<file path="config.mk">
export PLATFORM = sky130hd
export DESIGN_NAME = paddle2_input_conditioner
export DESIGN_NICKNAME = d
export VERILOG_FILES = /design/src/rtl/paddle2_input_conditioner.sv
export SDC_FILE = /design/constraint.sdc
export NUM_CORES = 1
export LEC_CHECK = 0
export BUFFER_PORTS_ARGS = -buffer_cell sky130_fd_sc_hd__buf_2
export CORE_ASPECT_RATIO = 0.6
export CORE_UTILIZATION = 35
export CTS_CLUSTER_SIZE = 8
export DETAILED_ROUTE_END_ITERATION = 10
export GPL_TIMING_DRIVEN = 0
export PLACE_DENSITY = 0.6
export SLEW_MARGIN = 20
export SYNTH_ARGS = -nofsm -noshare
export SYNTH_HDL_FRONTEND = slang
export SYNTH_SLANG_ARGS = --single-unit
</file>
<file path="constraint.sdc">
create_clock -name clock -period 1.8 [get_ports clock]
set_input_delay 0.18 -clock clock [delete_from_list [all_inputs] [get_ports clock]]
set_output_delay 0.18 -clock clock [all_outputs]
set_load 0.02 [all_outputs]
</file>
<file path="src/rtl/paddle2_input_conditioner.sv">
// paddle2_input_conditioner
// Turns two raw, bouncy, asynchronous push-buttons into clean one-cycle step
// requests for the right-hand paddle. Each button goes through a 2-FF
// synchroniser, polarity correction and an independent debouncer. The two
// debounced levels are then resolved for mutual exclusion, and at most one
// step per frame_tick is emitted.
//
// Optional feature: define PADDLE2_ACCEL_EN to add hold acceleration. The
// first ACCEL_TICKS ticks of a continuous hold step at half rate, and every
// tick steps after that. Without the macro, every qualifying tick steps.
//
// Ports:
//   clock         in   system/pixel clock
//   reset         in   asynchronous, active-high reset
//   btn_up_raw    in   raw up button, asynchronous to clock
//   btn_down_raw  in   raw down button, asynchronous to clock
//   frame_tick    in   one-cycle strobe once per frame, synchronous to clock
//   paddle2_up    out  one-cycle step-up request
//   paddle2_down  out  one-cycle step-down request
//   up_held       out  debounced up level
//   down_held     out  debounced down level
//   conflict      out  high while both debounced levels are 1
module paddle2_input_conditioner #(
  parameter int unsigned DEBOUNCE_CYCLES   = 250000,
  parameter bit          BUTTON_ACTIVE_LOW = 1'b0,
  parameter int unsigned ACCEL_TICKS       = 16
) (
  input  logic clock,
  input  logic reset,
  input  logic btn_up_raw,
  input  logic btn_down_raw,
  input  logic frame_tick,
  output logic paddle2_up,
  output logic paddle2_down,
  output logic up_held,
  output logic down_held,
  output logic conflict
);

  localparam int unsigned CNT_W = $clog2(DEBOUNCE_CYCLES + 1);

  // Raw level of a released button. The synchroniser resets to this level so
  // that, after polarity correction, it reads as released.
  localparam logic [1:0] RAW_RELEASED = {2{BUTTON_ACTIVE_LOW}};

  // Bit 1 is the up button and bit 0 is the down button throughout.
  logic [1:0]       sync1;
  logic [1:0]       sync2;
  logic [1:0]       sync_pol;
  logic [1:0]       stable;
  logic [1:0]       stable_next;
  logic [CNT_W-1:0] db_cnt [2];
  logic [1:0]       dir;
  logic             step_ok;

  assign sync_pol  = sync2 ^ RAW_RELEASED;
  assign up_held   = stable[1];
  assign down_held = stable[0];

  // The resolved direction comes from the registered levels, so a tick that
  // arrives in the same cycle as a flip still sees the pre-flip value.
  assign dir = {stable[1] & ~stable[0], stable[0] & ~stable[1]};

  // Stable level flips on the last of DEBOUNCE_CYCLES consecutive differing cycles.
  always_comb begin
    stable_next = stable;
    for (int b = 0; b < 2; b++) begin
      if ((sync_pol[b] != stable[b]) && (db_cnt[b] == CNT_W'(DEBOUNCE_CYCLES - 1))) begin
        stable_next[b] = sync_pol[b];
      end
    end
  end

  // Synchroniser, debounce counters and stable levels.
  always_ff @(posedge clock or posedge reset) begin
    if (reset) begin
      sync1    <= RAW_RELEASED;
      sync2    <= RAW_RELEASED;
      stable   <= 2'b00;
      conflict <= 1'b0;
      for (int b = 0; b < 2; b++) begin
        db_cnt[b] <= '0;
      end
    end else begin
      sync1    <= {btn_up_raw, btn_down_raw};
      sync2    <= sync1;
      stable   <= stable_next;
      conflict <= &stable_next;
      for (int b = 0; b < 2; b++) begin
        if ((sync_pol[b] == stable[b]) || (stable_next[b] != stable[b])) begin
          db_cnt[b] <= '0;
        end else begin
          db_cnt[b] <= db_cnt[b] + CNT_W'(1);
        end
      end
    end
  end

`ifdef PADDLE2_ACCEL_EN
  localparam int unsigned HOLD_W = $clog2(ACCEL_TICKS + 1);

  logic [HOLD_W-1:0] hold_cnt;
  logic [HOLD_W-1:0] eff_cnt;
  logic              phase;
  logic              eff_phase;
  logic [1:0]        prev_dir;

  // The hold restarts when the direction goes idle, changes, or enters conflict.
  always_comb begin
    eff_cnt   = hold_cnt;
    eff_phase = phase;
    if ((dir == 2'b00) || (dir != prev_dir)) begin
      eff_cnt   = '0;
      eff_phase = 1'b0;
    end
    step_ok = (eff_cnt == HOLD_W'(ACCEL_TICKS)) || !eff_phase;
  end

  // Hold tick counter saturates at ACCEL_TICKS.
  always_ff @(posedge clock or posedge reset) begin
    if (reset) begin
      hold_cnt <= '0;
      phase    <= 1'b0;
      prev_dir <= 2'b00;
    end else begin
      prev_dir <= dir;
      if (frame_tick && (dir != 2'b00)) begin
        hold_cnt <= (eff_cnt == HOLD_W'(ACCEL_TICKS)) ? eff_cnt : eff_cnt + HOLD_W'(1);
        phase    <= ~eff_phase;
      end else begin
        hold_cnt <= eff_cnt;
        phase    <= eff_phase;
      end
    end
  end
`else
  assign step_ok = 1'b1;

  // ACCEL_TICKS only shapes the acceleration logic. This empty block keeps it
  // referenced in the default build.
  if (ACCEL_TICKS == 0) begin : g_accel_param_ref
  end
`endif

  // Each step is a one-cycle pulse in the cycle after the qualifying frame tick.
  always_ff @(posedge clock or posedge reset) begin
    if (reset) begin
      paddle2_up   <= 1'b0;
      paddle2_down <= 1'b0;
    end else begin
      paddle2_up   <= frame_tick & dir[1] & step_ok;
      paddle2_down <= frame_tick & dir[0] & step_ok;
    end
  end

endmodule

</file>
==> metrics <==
clk buf depth=2; Rel. slew slack=67.7%; critical path class=reg2reg; Remaining DRCs=0; met3 usage=3.47%; I/O pins=10; CTS H-tree depth=2; CP Launch Type=flip-flop; DRT Pass-1 Iters=4; worst-path cell chain=ha_4 -> nand3_4 -> or4_4 -> or3_4 -> a22oi_2; clock root buffer=clkbuf_8; CORE AREA=5730 um^2; Bufs and invs on worst path=0; antenna violations before repair=0; chip width=103 um; Synth-to-Final Area Change=20.9%; Crit path depth=5; endpoints failing setup=0; clk slew on worst S/H paths=0.09 ns; final hold slack=0.0915 ns; post-route ant nets=0; chip height=62.5 um; DP HPWL=around 3000 um; largest family of logic cells by synthesized area=simple AND/OR/NAND/NOR gates; fmax=565 MHz; Hold WC Path Type=in2reg; final hold violation count=0; Synth Area in Compound Gates=4.75%; YS warnings=0; Post-Syn Area per Cell=10.2 um^2; Worst Setup End Kind=flip-flop; Tmin final=1.77 ns; Total GRT Usage=14.9%; die area=6420 um^2; fin area=approximately 2600 um^2; vias per cell=4.90; fin crit share=98.3%; M2 GR Usage=between 10% and 20%; met1 usage=25.1%; slack of the worst reg-to-reg path=approximately 0.031 ns; Seq/Total Area, Yosys=52.8%; Diodes inserted=0; Syn Nets=between 200 and 250; Clock Latency Late Sink=0.30 ns; DR vias=1563; Reg area=1130 um^2; synthesized instance count=210; slowest stage delay, CP=0.53 ns; Distinct cells, synth=34; Post-synth EDFFs=0; most common cell after layout, fill and taps aside=dfrtp_1; async set or reset register ratio after synthesis=100%; Tightest Pin Transition=roughly 0.48 ns; IO buf count=9; hold path cells=3; CTS buffer count=5; unrepaired setup endpoints after global routing=true; area of the multi-input gates=around 1000 um^2; maxcap violations=0; Initial Utilization=37.2%; pwr dens=748 nW/um^2; post-synthesis mux area share=0%; vias in the first global route=1467; critical path's slowest cell=or4_4; filler instances=557; Synth Area in XOR/XNOR=11.9%; Clock Sinks=45; Synth Area in Simple Gates=27.1%; wire per inst=13.8 um; CTS tree=yes; Max VDD drop=between 200 and 300 uV; Crit path required time=2.03 ns; reg2reg path depth=5; global-route wire length before repair=7370 um; post-synthesis adder-cell area fraction=1.17%; Placed Area=2320 um^2; status=finished, final reports clean; Final nets=245; synthesized cell area=between 2000 and 2500 um^2; largest net degree at the start of global routing=32; Overflow after GRT=0; GR peak layer=met1; Post-synth top flop=dfrtp_1; share of cells above drive strength 1=20.5%; Routed WL=4420 um; Site Rows=21; GP Congestion=0.844; CP arrival=2.00 ns; Pins Over Slew Limit=0; Crit path max-delay family=simple AND/OR/NAND/NOR gates; Yosys reg bits=45; initial DRC count=121; leakage power=1.07 nW; Worst Skew=roughly 0.005 ns; commonest cells after routing, fill and taps aside=43 x dfrtp_1, 34 x nor2_1, 16 x xnor2_1, 15 x nand2_1; Crit Path Max Fanout=3
-- logic make-up after synthesis --
kind of cell,Yosys count
and+or+nand+nor,109
buffers and inverters,10
AOI/OAI and AO/OA,15
adders and majority gates,2
DFF,45
xor gates and xnor gates,29
-- sequential cells by signal, indices dropped and copies added, names as in the netlist --
name          flops
paddle2_up        1
sync1             2
conflict          1
sync2             2
paddle2_down      1
db_cnt           36
stable            2
-- power breakdown --
group          total (W)  internal [W]  switching, W
sequential       0.00104       0.00103     0.0000159
combinational   0.000101     0.0000453     0.0000555
clock           0.000787      0.000416      0.000371
-- timing repair --
action,in CTS,in global routing
endpoints found under the setup margin,30,38
pin swaps,5,3
endpoints found under the hold margin,16,0
gates resized for setup,4,9
setup buffers,6,4
hold buffers,3,0
-- stage by stage --
stage	setup TNS (ns)	cells	total power, W	utilization, %	setup WS [ns]
3_3_place_gp	-6.61	299	0.00113	40.1	-0.140
5_1_grt	-0.0175	319	0.00201	45.0	-0.0175
3_5_place_dp	-3.21	300	0.00114	40.5	-0.168
6_report	0	319	0.00193	45.0	0.0314
4_1_cts	-0.0188	316	0.00194	44.0	-0.0117
2_1_floorplan	0	210	0.00111	-	0.0287
-- cell usage after synthesis (all sizes together) (2+ instances only) --
library cell	n	area share, %
nor4	8	2.3
dfrtp	45	53
xor2	13	5.3
nand4	11	3.5
and3	3	0.88
clkbuf	3	0.53
a21oi	5	1.2
xnor2	16	6.6
o31ai	2	0.70
buf	2	0.88
and4	3	1.3
nor3	7	1.6
nand3	15	4.1
nor2	34	6.0
or3	4	1.2
inv	5	0.88
ha	2	1.2
or4	3	1.2
o21ai	6	2.1
nand2	16	2.8
-- path summary, 6_finish.rpt --
kind | startpoint | to
setup / recovery | db_cnt[18] | conflict
hold / removal | frame_tick | paddle2_up
setup reg to reg | db_cnt[18] | conflict
hold reg to reg | sync1[0] | sync2[0]
max in group asynchronous | reset | db_cnt[25]
min in group asynchronous | reset | db_cnt[10]
-- worst min-delay path, delay by kind of cell --
family,cells,cell delay [ns]
simple gates,2,0.08
buf+inv,1,0.10
-- final cells by class --
class	count	area share [%]
Sequential cell	45	43.8
Multi-Input combinational cell	155	39.4
Timing Repair Buffer	23	6.75
Tap cell	80	3.88
Clock buffer	5	2.67
Clock inverter	3	1.80
Buffer	3	1.02
Inverter	5	0.728
-- layer usage --
metal  routed length, um  part of all wire [%]
met5                   0                     0
met4                  53                   1.2
met3                 125                   2.8
met2                1660                    38
met1                2580                    58
No activity file was read; power rests on OpenSTA's default activity.
